**config.mk**
```make
export PLATFORM = sky130hd
export DESIGN_NAME = add_result_stage
export DESIGN_NICKNAME = d
export VERILOG_FILES = /design/src/rtl/add_pkg.sv /design/src/rtl/add_sat.sv /design/src/rtl/add_result_stage.sv
export SDC_FILE = /design/constraint.sdc
export NUM_CORES = 1
export LEC_CHECK = 0
export CAP_MARGIN = 30
export CORE_MARGIN = 3
export CORE_UTILIZATION = 30
export CTS_CLUSTER_DIAMETER = 80
export CTS_CLUSTER_SIZE = 20
export DETAILED_ROUTE_END_ITERATION = 10
export GPL_TIMING_DRIVEN = 1
export PLACE_DENSITY = 0.51
export SYNTH_ARGS = -nofsm -noshare
export SYNTH_HDL_FRONTEND = slang
export SYNTH_SLANG_ARGS = --single-unit
export TNS_END_PERCENT = 10
```
**constraint.sdc**
```tcl
create_clock -name clk -period 4.45 [get_ports clk]
set_input_delay 0.6675 -clock clk [delete_from_list [all_inputs] [get_ports clk]]
set_output_delay 0.6675 -clock clk [all_outputs]
set_load 0.05 [all_outputs]
```
**src/rtl/add_pkg.sv**
```systemverilog
// Shared definitions for the adder result stage.
//   ADD_WIDTH : data width of the upstream signed CLA adder output.
//   SAT_MAX / SAT_MIN : signed limits substituted for an overflowed sum.
//   buf_state_e : occupancy of the 2-entry output skid buffer.
//   entry_t : one buffered beat {data, carry, ovf}.
package add_pkg;

  localparam int unsigned ADD_WIDTH = 64;

  localparam logic [ADD_WIDTH-1:0] SAT_MAX = {1'b0, {(ADD_WIDTH-1){1'b1}}};
  localparam logic [ADD_WIDTH-1:0] SAT_MIN = {1'b1, {(ADD_WIDTH-1){1'b0}}};

  // Encodings equal the number of beats held.
  typedef enum logic [1:0] {
    StEmpty = 2'd0,
    StOne   = 2'd1,
    StFull  = 2'd2
  } buf_state_e;

  typedef struct packed {
    logic [ADD_WIDTH-1:0] data;
    logic                 carry;
    logic                 ovf;
  } entry_t;

endpackage

```
**src/rtl/add_sat.sv**
```systemverilog
// Combinational saturation of the adder sum.
//   sum    : signed adder result
//   ovf_in : adder signalled signed overflow
//   data   : sum, or the signed limit matching the true sign when overflowed
//            and SATURATE is set
module add_sat
  import add_pkg::*;
#(
  parameter bit SATURATE = 1'b1
) (
  input  logic [ADD_WIDTH-1:0] sum,
  input  logic                 ovf_in,
  output logic [ADD_WIDTH-1:0] data
);

  always_comb begin
    data = sum;
    // On overflow the true sign is the inverse of the wrapped sign bit.
    if (SATURATE && ovf_in) begin
      data = sum[ADD_WIDTH-1] ? SAT_MAX : SAT_MIN;
    end
  end

endmodule

```
**src/rtl/add_result_stage.sv**
```systemverilog
// Registered output stage behind the 64-bit signed adder.
//   clk, rst              : clock, asynchronous active-high reset
//   in_valid / in_ready   : upstream handshake
//   sum, carry_in_flag, ovf_in : adder out, carry_out, overflow_check
//   out_valid / out_ready : downstream handshake
//   result, result_carry, result_ovf : head beat of the 2-entry buffer
//   ovf_count, ovf_count_clr : saturating overflow-event counter and its clear
module add_result_stage
  import add_pkg::*;
#(
  parameter int unsigned WIDTH    = ADD_WIDTH,
  parameter bit          SATURATE = 1'b1,
  parameter int unsigned CNT_W    = 16
) (
  input  logic             clk,
  input  logic             rst,
  input  logic             in_valid,
  output logic             in_ready,
  input  logic [WIDTH-1:0] sum,
  input  logic             carry_in_flag,
  input  logic             ovf_in,
  output logic             out_valid,
  input  logic             out_ready,
  output logic [WIDTH-1:0] result,
  output logic             result_carry,
  output logic             result_ovf,
  output logic [CNT_W-1:0] ovf_count,
  input  logic             ovf_count_clr
);

  localparam logic [CNT_W-1:0] CNT_ONE = {{(CNT_W-1){1'b0}}, 1'b1};

  buf_state_e       state_q, state_d;
  entry_t           head_q, head_d;
  entry_t           skid_q, skid_d;
  entry_t           in_entry;
  logic [CNT_W-1:0] cnt_q, cnt_d;
  logic [WIDTH-1:0] sat_data;
  logic             accept, deliver, count_inc;

  add_sat #(
    .SATURATE(SATURATE)
  ) u_add_sat (
    .sum    (sum),
    .ovf_in (ovf_in),
    .data   (sat_data)
  );

  // Handshake outputs come straight from the state register.
  assign in_ready  = (state_q != StFull);
  assign out_valid = (state_q != StEmpty);
  assign accept    = in_valid && in_ready;
  assign deliver   = out_valid && out_ready;
  assign count_inc = accept && ovf_in;

  always_comb begin
    in_entry       = '0;
    in_entry.data  = sat_data;
    in_entry.carry = carry_in_flag;
    in_entry.ovf   = ovf_in;
  end

  // head_q is always the oldest beat; skid_q only holds a beat while FULL.
  always_comb begin
    state_d = state_q;
    head_d  = head_q;
    skid_d  = skid_q;
    unique case (state_q)
      StEmpty: begin
        if (accept) begin
          head_d  = in_entry;
          state_d = StOne;
        end
      end
      StOne: begin
        if (accept && deliver) begin
          head_d = in_entry;
        end else if (accept) begin
          skid_d  = in_entry;
          state_d = StFull;
        end else if (deliver) begin
          state_d = StEmpty;
        end
      end
      StFull: begin
        if (deliver) begin
          head_d  = skid_q;
          state_d = StOne;
        end
      end
      default: state_d = StEmpty;
    endcase
  end

  // A clear coinciding with a counted accept keeps that event.
  always_comb begin
    cnt_d = cnt_q;
    if (ovf_count_clr) begin
      cnt_d = count_inc ? CNT_ONE : '0;
    end else if (count_inc && (cnt_q != '1)) begin
      cnt_d = cnt_q + CNT_ONE;
    end
  end

  always_ff @(posedge clk or posedge rst) begin
    if (rst) begin
      state_q <= StEmpty;
      head_q  <= '0;
      skid_q  <= '0;
      cnt_q   <= '0;
    end else begin
      state_q <= state_d;
      head_q  <= head_d;
      skid_q  <= skid_d;
      cnt_q   <= cnt_d;
    end
  end

  assign result       = head_q.data;
  assign result_carry = head_q.carry;
  assign result_ovf   = head_q.ovf;
  assign ovf_count    = cnt_q;

endmodule

```
Word-level counts from Yosys, hierarchy flattened
Cells that the tools add are included.

Muxes and demuxes: 15. Reductions and logical operators: 12. Add/subtract/negate cells: 1. Eq/ne operators: 9. Bitwise operators: 1.

Operators by type and width (count): $mux 66 (3); $pmux 66 s3 (1); $mux 64 (2); $mux 16 (2); $add 16x1->16 const B (1); $ne 16x16->1 const B (1); $mux 2 (5); $ne 2x2->1 const B (5); $reduce_and 4->1 (2); $pmux 2 s3 (1); $logic_and 1x1->1 (5); $reduce_bool 2->1 (2); $ne 3x3->1 const B (1); $reduce_and 3->1 (1); $reduce_bool 3->1 (1); $eq 2x1->1 const B (1); $eq 2x2->1 const B (1); $logic_not 2->1 (1); $mux 1 (1); $not 1->1 (1).

Output and inout bits: 84. Logic and storage cells: 46. Bits in registers: 150.

Logic depth before layout (Yosys ltp)
Gate-level depths: netlist of run 1.

Word-level depth: 6. Mapped depth: 7. Mapped depth without buffers: 5.

Hierarchy
Synthesis of run 1 repeated with hierarchy kept, for this count alone.

Cells, all modules: 698. Area, all modules: 7522.2 um^2.

By module, submodules not included: add_result_stage (instances 1, cells each 620, area an instance 6436.2 um^2); add_sat (instances 1, cells each 78, area an instance 1086.0 um^2).

Least setup slack after synthesis of run 1
OpenSTA, ideal clock, no wires.

Path kind: flip-flop to output port. Start: register state_q[1]. End: output in_ready. Slack: 2.214 ns. Arrival: 1.569 ns. Path buffers: 2. Stages on the path, launching flop included: 5. Cells stage by stage: dfrtp_1 > nor2b_2 > clkinv_1 > clkbuf_1 > clkbuf_1.

Longest elaborated chain between the ends: 1.

RTL lines: start: declaration (RTL line add_result_stage.sv:33) `buf_state_e state_q, state_d;`; start signal: assignment (RTL line add_result_stage.sv:107) `state_q <= StEmpty;`; start signal: assignment (RTL line add_result_stage.sv:112) `state_q <= state_d;`; $ne 2x2->1 (RTL line add_result_stage.sv:50) `assign in_ready = (state_q != StFull);`; end: declaration (RTL line add_result_stage.sv:18) `output logic in_ready,`.

Every way passes these cells.

Final worst setup path of run 1
Ends and elaborated chain as after synthesis.

==> out/results.ini, run 1 <==
[logic_synthesis]
postSynthCellCount=775
synthMuxAreaShare=0.01117
netlist_top_cells_area=dfrtp_1 (54%), nor2_1 (7.4%), a31oi_1 (5.9%)
yosysTopAreaCell=dfrtp_1
ys_seq_area_frac=0.5406
netlist_area_sq_mm=0.006943
synth_xor_xnor_area_share=0.001261
synth-edff-count=0
synth_top_family_by_area=simple AND/OR/NAND/NOR gates
yosysMostFrequentCell=dfrtp_1
synth_compound_area_frac=0.1762
ys_types=41
yosys.area_share.simple=0.2254
synth_fp_nets=847
synthAdderAreaFrac=0.001802
synthFlopType=dfrtp_1
synth.top_cell.area_share=0.5406
synthTopCellsByCount=dfrtp_1 (150), nor2_1 (137), a21oi_1 (76)
ys_ff_latch=150
synthArstFlopShare=1.000
synth_warnings=0
syn_area_per_cell_sq_um=8.959

[die]
pin_count=155
coreArea_sq_mm=0.02271
die_w_microns=158.1
fp-row-count=55
initial_core_util=0.3057
die_area_sq_mm=0.02501
die_h_microns=158.1

[critical_path]
critical_path_required_ps=3780
cp.arrival_ps=2360
critPathMaxFanout=46
crit_type=reg -> out
cp-start-kind=flip-flop
endpoint_kind=primary output

[clock_network]
postCtsSetupRepairBufs=0
cts_buffer_depth=2
hold_buffers=0
ctsHtreeMaxLevel=4
cts_buffers=17
cts_root_buffer=clkbuf_16
clk_pin_slew_worst_paths_ps=60
cts_tree=yes
cts_resized=0
cts_sinks=150
clk_latency_ps=410

[timing]
worst_slack_ps=1421
final.setup.tns_ps=0
worst_pin_slew_ps=793.8
min_period_ps=3029
whs_ps=507.6
fin_crit_sh=0.6807
slew_viol_final=0
max_slew_margin=0.4708
finalSetupViolations=0
hold_viol=0
finClkSkew_ps=12.60
rsz0062_at_grt=false
max_freq_mhz=330.1

[routing]
first_pass_iters=5
num_vias=5805
wl_mm=18.25
routedWlPerCell_microns=15.35
drt_iter0_markers=320
drc=0
ant_nets=0
vias_per_cell=4.882

[grt]
grt_overflow=0
grt_usage=0.1476
grt_max_degree=117
antenna_found_initial=0
grt_first_pass_wirelength_mm=29.65
first_global_vias=5567

[finish]
multi_input_area_sq_mm=0.002922
final-seq-area_sq_mm=0.003754
layout-drive-gt1-share=0.06195
fin_area_sq_mm=0.009304
syn_to_final_growth_pct=34.01
fill_cells=2252
num_antenna_cells=0
nets=963

[min_path]
hp-class=reg -> reg

[power_and_ir_drop]
p_total_mw=5.342
peakVddDrop_v=0.0002412
p_leak_nw=3.710
p_per_area_mw_per_mm2=574.1

[placement]
hpwlAfterDp_mm=11.24
io_buffers=154
finalWeightedCongestion=0.7528
placedInstanceArea_sq_mm=0.008711
dpl_worst_slack_ps=1502

[run_status]
outcome=completed

[flow_run]
cap_violations=0

kinds of logic after synthesis:
family          count (synthesis)
fa+ha+maj                       1
buf+inv                        75
simple gates                  320
mux                             7
flops                         150
xor+xnor                        1
compound gates                221
final cells by class:
cell class,count,share of cell area
multi-input combinational,550,0.3140
clock buffer,20,0.04693
inverter,7,0.003497
clock inverter,12,0.01385
tap,285,0.03833
sequential,150,0.4034
timing repair buffer,165,0.1799
worst paths after layout:
| path | startpoint | cells after the start | slack, ps | endpoint |
|---|---|---|---|---|
| hold reg to reg | skid_q[0] | 1 | 510 | skid_q[0] |
| setup / recovery | state_q[1] | 3 | 1420 | in_ready |
| setup reg to reg | state_q[1] | 6 | 1930 | ovf_count[0] |
| min in group asynchronous | rst | 3 | 760 | ovf_count[3] |
| max in group asynchronous | rst | 3 | 3130 | result[36] |
| hold / removal | skid_q[0] | 1 | 510 | skid_q[0] |
power by group:
group	switching (mW)	total (mW)	internal (mW)
sequential	0.237	2.03	1.80
combinational	1.22	1.90	0.677
clock	0.582	1.41	0.826
total	2.04	5.34	3.30
registers in the layout (all words and copies together), names as in the netlist:
register / flops
result_carry: 1
result: 64
result_ovf: 1
ovf_count: 16
state_q: 2
skid_q: 66
placed cells by master (no fill, tap or decap), types with 13 or more instances in the layout:
| master | netlist | final |
|---|---|---|
| clkdlybuf4s50_1 | 0 | 153 |
| dfrtp_1 | 150 | 150 |
| nor2_1 | 137 | 137 |
| a21oi_1 | 76 | 76 |
| nand3_1 | 69 | 69 |
| o21ai_0 | 66 | 66 |
| a31oi_1 | 65 | 65 |
| nand2b_1 | 63 | 63 |
| clkbuf_16 | 0 | 17 |
| nand2_1 | 14 | 13 |
per-stage QoR:
stage | utilization | cells
after detailed placement | 0.3836 | 1156
after CTS | 0.4085 | 1188
after global routing | 0.4097 | 1189
after global placement | 0.3834 | 1155
final | 0.4097 | 1189
after floorplan | - | 775
critical path: stages (launching register included):
cell	delay [ps]
dfrtp_1	450
nor2b_2	260
inv_4	340
clkdlybuf4s50_1	890
layer usage:
metal	vias up	global-route usage	part of all wire
met5	-	0	0
met4	0	0.03154	0.0046
met3	4	0.03527	0.039
met2	117	0.2333	0.48
met1	2730	0.2074	0.48
li1	2954	-	-
(Power assumes the default switching activity.)
==> run 2, diff against run 1 <==
clock period = 2.7 ns   (was 4.45 ns; I/O delays follow)
==> out/results.ini, run 2 (synthesized netlist as in run 1, its figures left out) <==
[run_status]
outcome=completed

[clock_network]
clk_pin_slew_worst_paths_ps=60  ; about the same
cts_sinks=150  ; unchanged
clk_latency_ps=420  ; about the same
hold_buffers=0  ; unchanged
ctsHtreeMaxLevel=4  ; unchanged
cts_resized=0  ; unchanged
cts_buffer_depth=2  ; unchanged
cts_buffers=17  ; unchanged
postCtsSetupRepairBufs=0  ; unchanged
cts_root_buffer=clkbuf_16
cts_tree=yes

[grt]
grt_first_pass_wirelength_mm=30.37  ; +2.4%
grt_max_degree=133  ; +14%
first_global_vias=5799  ; +4.2%
grt_overflow=0  ; unchanged
antenna_found_initial=0  ; unchanged
grt_usage=0.1527  ; +0.005127

[timing]
max_freq_mhz=391.0
min_period_ps=2558
worst_slack_ps=142.2  ; -1279 ps
finalSetupViolations=0  ; unchanged
max_slew_margin=0.4204  ; -0.05037
hold_viol=0  ; unchanged
whs_ps=452.0  ; -55.59 ps
slew_viol_final=0  ; unchanged
finClkSkew_ps=10.17  ; -2.434 ps
rsz0062_at_grt=false
fin_crit_sh=0.9473
worst_pin_slew_ps=861.4  ; +67.62 ps
final.setup.tns_ps=0  ; unchanged

[finish]
num_antenna_cells=0  ; unchanged
top_register=skid_q
layout-drive-gt1-share=0.07221  ; +0.01026
final_cells=1199  ; +0.84%
layout_commonest_cell=clkdlybuf4s50_1
syn_to_final_growth_pct=37.12
fill_cells=2288  ; +1.6%
final-seq-area_sq_mm=0.003754  ; unchanged
largest_reg_flops=66  ; unchanged
multi_input_area_sq_mm=0.002922  ; unchanged
nets=973  ; +1.0%
final_cell_mix=clkdlybuf4s50_1 (153), dfrtp_1 (150), nor2_1 (137)

[placement]
finalWeightedCongestion=0.7495  ; -0.44%
dpl_worst_slack_ps=411.1  ; -1090 ps
io_buffers=154  ; unchanged
hpwlAfterDp_mm=12.01  ; +6.9%
dpl.cell_count=1167  ; +0.95%

[power_and_ir_drop]
peakVddDrop_v=0.0003897  ; +62%
p_per_area_mw_per_mm2=959.3  ; +67%
p_leak_nw=3.813  ; +2.8%

[critical_path]
critical_path_required_ps=2300  ; -1480 ps
crit_path_start=state_q[1]
worstSetupEndpoint=in_ready
crit_cells=3  ; unchanged
cp-start-kind=flip-flop
cpPeakStageDelay_ps=750  ; -140 ps
crit_type=reg -> out
crit_slowest_cell=clkdlybuf4s50_1
r2r_start=state_q[1]
path_delay_family=buffers and inverters
cp.buffers_inverters=2  ; unchanged
cp.arrival_ps=2150  ; -210 ps
r2r_end=ovf_count[11]
ff2ff_setup_slack_ps=710  ; -1220 ps
endpoint_kind=primary output
critPathMaxFanout=6  ; -87%
rr_worst_depth=4  ; -2
path_cells=nor2b_2, inv_4, clkdlybuf4s50_1

[die]
initial_core_util=0.3057  ; unchanged
die_h_microns=158.1  ; unchanged
die_w_microns=158.1  ; unchanged
pin_count=155  ; unchanged
die_area_sq_mm=0.02501  ; unchanged
fp-row-count=55  ; unchanged
coreArea_sq_mm=0.02271  ; unchanged

[routing]
ant_nets=0  ; unchanged
first_pass_iters=4  ; -1
wl_mm=18.85  ; +3.3%
drt_iter0_markers=301  ; -5.9%
vias_per_cell=4.942  ; +1.2%
routedWlPerCell_microns=15.72  ; +2.4%
num_vias=5925  ; +2.1%
drc=0  ; unchanged

[flow_run]
cap_violations=0  ; unchanged

[min_path]
hp-class=in -> async

-- run 2: worst min-delay path by stage --
stage                      end  cells past startpoint
floorplan            skid_q[0]                      1
global placement     skid_q[1]                      1
detailed placement   skid_q[0]                      1
CTS                 result[16]                      2
global route        result[16]                      2
finish              state_q[0]                      2
-- run 2: cell type report --
type                       count  area share
tap                          285     0.03746
clock inverter                12     0.02103
timing repair buffer         175      0.1911
sequential                   150      0.3943
multi-input combinational    550      0.3069
inverter                       7    0.003417
clock buffer                  20     0.04587
-- run 2: routing by layer --
| metal | track usage | part of all wire | up-vias |
|---|---|---|---|
| li1 | - | - | 2971 |
| met1 | 0.2020 | 0.47 | 2825 |
| met2 | 0.2519 | 0.47 | 115 |
| met3 | 0.03390 | 0.040 | 14 |
| met4 | 0.04506 | 0.013 | 0 |
| met5 | 0 | 0 | - |
-- run 2: per-stage QoR --
| step | power (mW) | util | instance area [sq um] |
|---|---|---|---|
| CTS | 9.262 | 0.4192 | 9520 |
| finish | 9.133 | 0.4192 | 9520 |
| floorplan | 5.455 | - | 6947 |
| global placement | 6.561 | 0.3912 | 8884 |
| detailed placement | 6.599 | 0.3912 | 8884 |
| global route | 9.668 | 0.4192 | 9520 |
-- run 2: power breakdown --
part / switching (mW) / total [mW] / internal [mW]
Sequential: 0.381 / 3.34 / 2.96
Clock: 0.967 / 2.61 / 1.64
Combinational: 2.04 / 3.18 / 1.15
==> run 3, diff against run 2 <==
CORE_MARGIN = unset   (was 3)
==> out/results.ini, run 3 (synthesized netlist as in run 1, its figures left out) <==
[run_status]
outcome=completed

[grt]
antenna_found_initial=0  ; unchanged
grt_first_pass_wirelength_mm=29.63  ; -2.5%
grt_max_degree=102  ; -23%
grt_usage=0.1577  ; +0.004941
first_global_vias=5580  ; -3.8%
grt_overflow=0  ; unchanged

[finish]
nets=970  ; -0.31%
fin_area_sq_mm=0.009412  ; -1.1%
syn_to_final_growth_pct=35.56
final_cell_mix=clkdlybuf4s50_1 (152), dfrtp_1 (150), nor2_1 (137)
fin_util=0.4157  ; -0.003534
top_register=skid_q
num_antenna_cells=0  ; unchanged
layout_commonest_cell=clkdlybuf4s50_1
largest_reg_flops=66  ; unchanged
layout-drive-gt1-share=0.07135  ; -0.0008599

[die]
die_w_microns=154.1  ; -2.5%
fp-row-count=55  ; unchanged
pin_count=155  ; unchanged
die_h_microns=154.1  ; -2.5%
initial_core_util=0.3067  ; +0.0009293
die_area_sq_mm=0.02376  ; -5.0%
coreArea_sq_mm=0.02264  ; -0.30%

[routing]
first_pass_iters=5  ; +1
drt_iter0_markers=330  ; +9.6%
num_vias=5866  ; -1.0%
drc=0  ; unchanged
routedWlPerCell_microns=15.18  ; -3.4%
wl_mm=18.15  ; -3.7%
vias_per_cell=4.905  ; -0.75%
ant_nets=0  ; unchanged

[timing]
min_period_ps=2429  ; -128.8 ps
slew_viol_final=0  ; unchanged
max_freq_mhz=411.7  ; +5.3%
hold_viol=0  ; unchanged
finalSetupViolations=0  ; unchanged
fin_crit_sh=0.8996  ; -0.04772
max_slew_margin=0.4549  ; +0.03450
rsz0062_at_grt=false
worst_slack_ps=271.0  ; +128.8 ps
final.setup.tns_ps=0  ; unchanged
worst_pin_slew_ps=810.2  ; -51.27 ps
whs_ps=469.9  ; +17.87 ps
finClkSkew_ps=14.88  ; +4.711 ps

[critical_path]
rr_worst_depth=6  ; +2
r2r_start=state_q[1]
critPathMaxFanout=79  ; +73
endpoint_kind=primary output
critical_path_required_ps=2300  ; about the same
crit_type=reg -> out
ff2ff_setup_slack_ps=660  ; -50 ps
cp-start-kind=flip-flop
cp.arrival_ps=2020  ; -130 ps
r2r_end=result[16]

[power_and_ir_drop]
p_leak_nw=3.762  ; -1.3%
peakVddDrop_v=0.0003758  ; -3.6%
p_per_area_mw_per_mm2=944.6  ; -1.5%

[clock_network]
cts_sinks=150  ; unchanged
cts_buffer_depth=2  ; unchanged
hold_buffers=0  ; unchanged
cts_root_buffer=clkbuf_16
ctsHtreeMaxLevel=4  ; unchanged
cts_resized=0  ; unchanged
clk_pin_slew_worst_paths_ps=60  ; about the same
postCtsSetupRepairBufs=0  ; unchanged
cts_buffers=17  ; unchanged
clk_latency_ps=420  ; about the same
cts_tree=yes

[placement]
dpl_worst_slack_ps=314.9  ; -96.16 ps
finalWeightedCongestion=0.7514  ; +0.25%
io_buffers=154  ; unchanged
placedInstanceArea_sq_mm=0.008833  ; -0.56%
hpwlAfterDp_mm=11.50  ; -4.3%

[flow_run]
cap_violations=0  ; unchanged

[min_path]
hp-class=in -> async

## run 3: cell types whose count changed in the layout (fill, tap and decap cells not counted), sizes merged
cell and change:
clkbuf -1, bufinv -3, buf -2, clkdlybuf4s50 -1, inv +4
## run 3: final cells by class
| cell class | count | area [sq um] |
|---|---|---|
| inverters | 7 | 32.53 |
| flip-flops and latches | 150 | 3754 |
| repair buffers | 172 | 1769 |
| multi-input cells | 550 | 2922 |
| fillers | 2256 | 13230 |
| clock inverters | 13 | 145.1 |
| clock buffers | 19 | 432.9 |
| well taps | 285 | 356.6 |
## run 3: per-stage QoR
stage / power, mW / instances
4_1_cts: 9.015 / 1196
3_3_place_gp: 6.554 / 1164
2_1_floorplan: 5.455 / 775
3_5_place_dp: 6.586 / 1164
5_1_grt: 9.398 / 1196
6_report: 8.890 / 1196
## run 3: routing by layer
layer / vias to the layer above / global-route usage / wire length (microns)
met2: 115 / 0.2500 / 8524
met3: 16 / 0.03749 / 700
li1: 2977 / - / -
met5: - / 0 / 0
met1: 2758 / 0.2123 / 8701
met4: 0 / 0.04905 / 224
## run 3: worst max-delay path, stage by stage (launching register included)
cell	delay [ps]
dfrtp_1	460
nor2b_2	250
inv_4	550
buf_4	320
## run 3: worst max-delay path by stage
stage / startpoint / endpoint
floorplan: rst / ovf_count[0]
global placement: in_valid / ovf_count[15]
detailed placement: in_valid / ovf_count[9]
CTS: state_q[1] / in_ready
global route: state_q[1] / in_ready
finish: state_q[1] / in_ready
## run 3: power breakdown
group          switching [mW]  leakage, nW  internal [mW]
registers               0.370         1.72           2.96
logic                    2.04         1.76           1.15
clock network            1.00        0.275           1.37
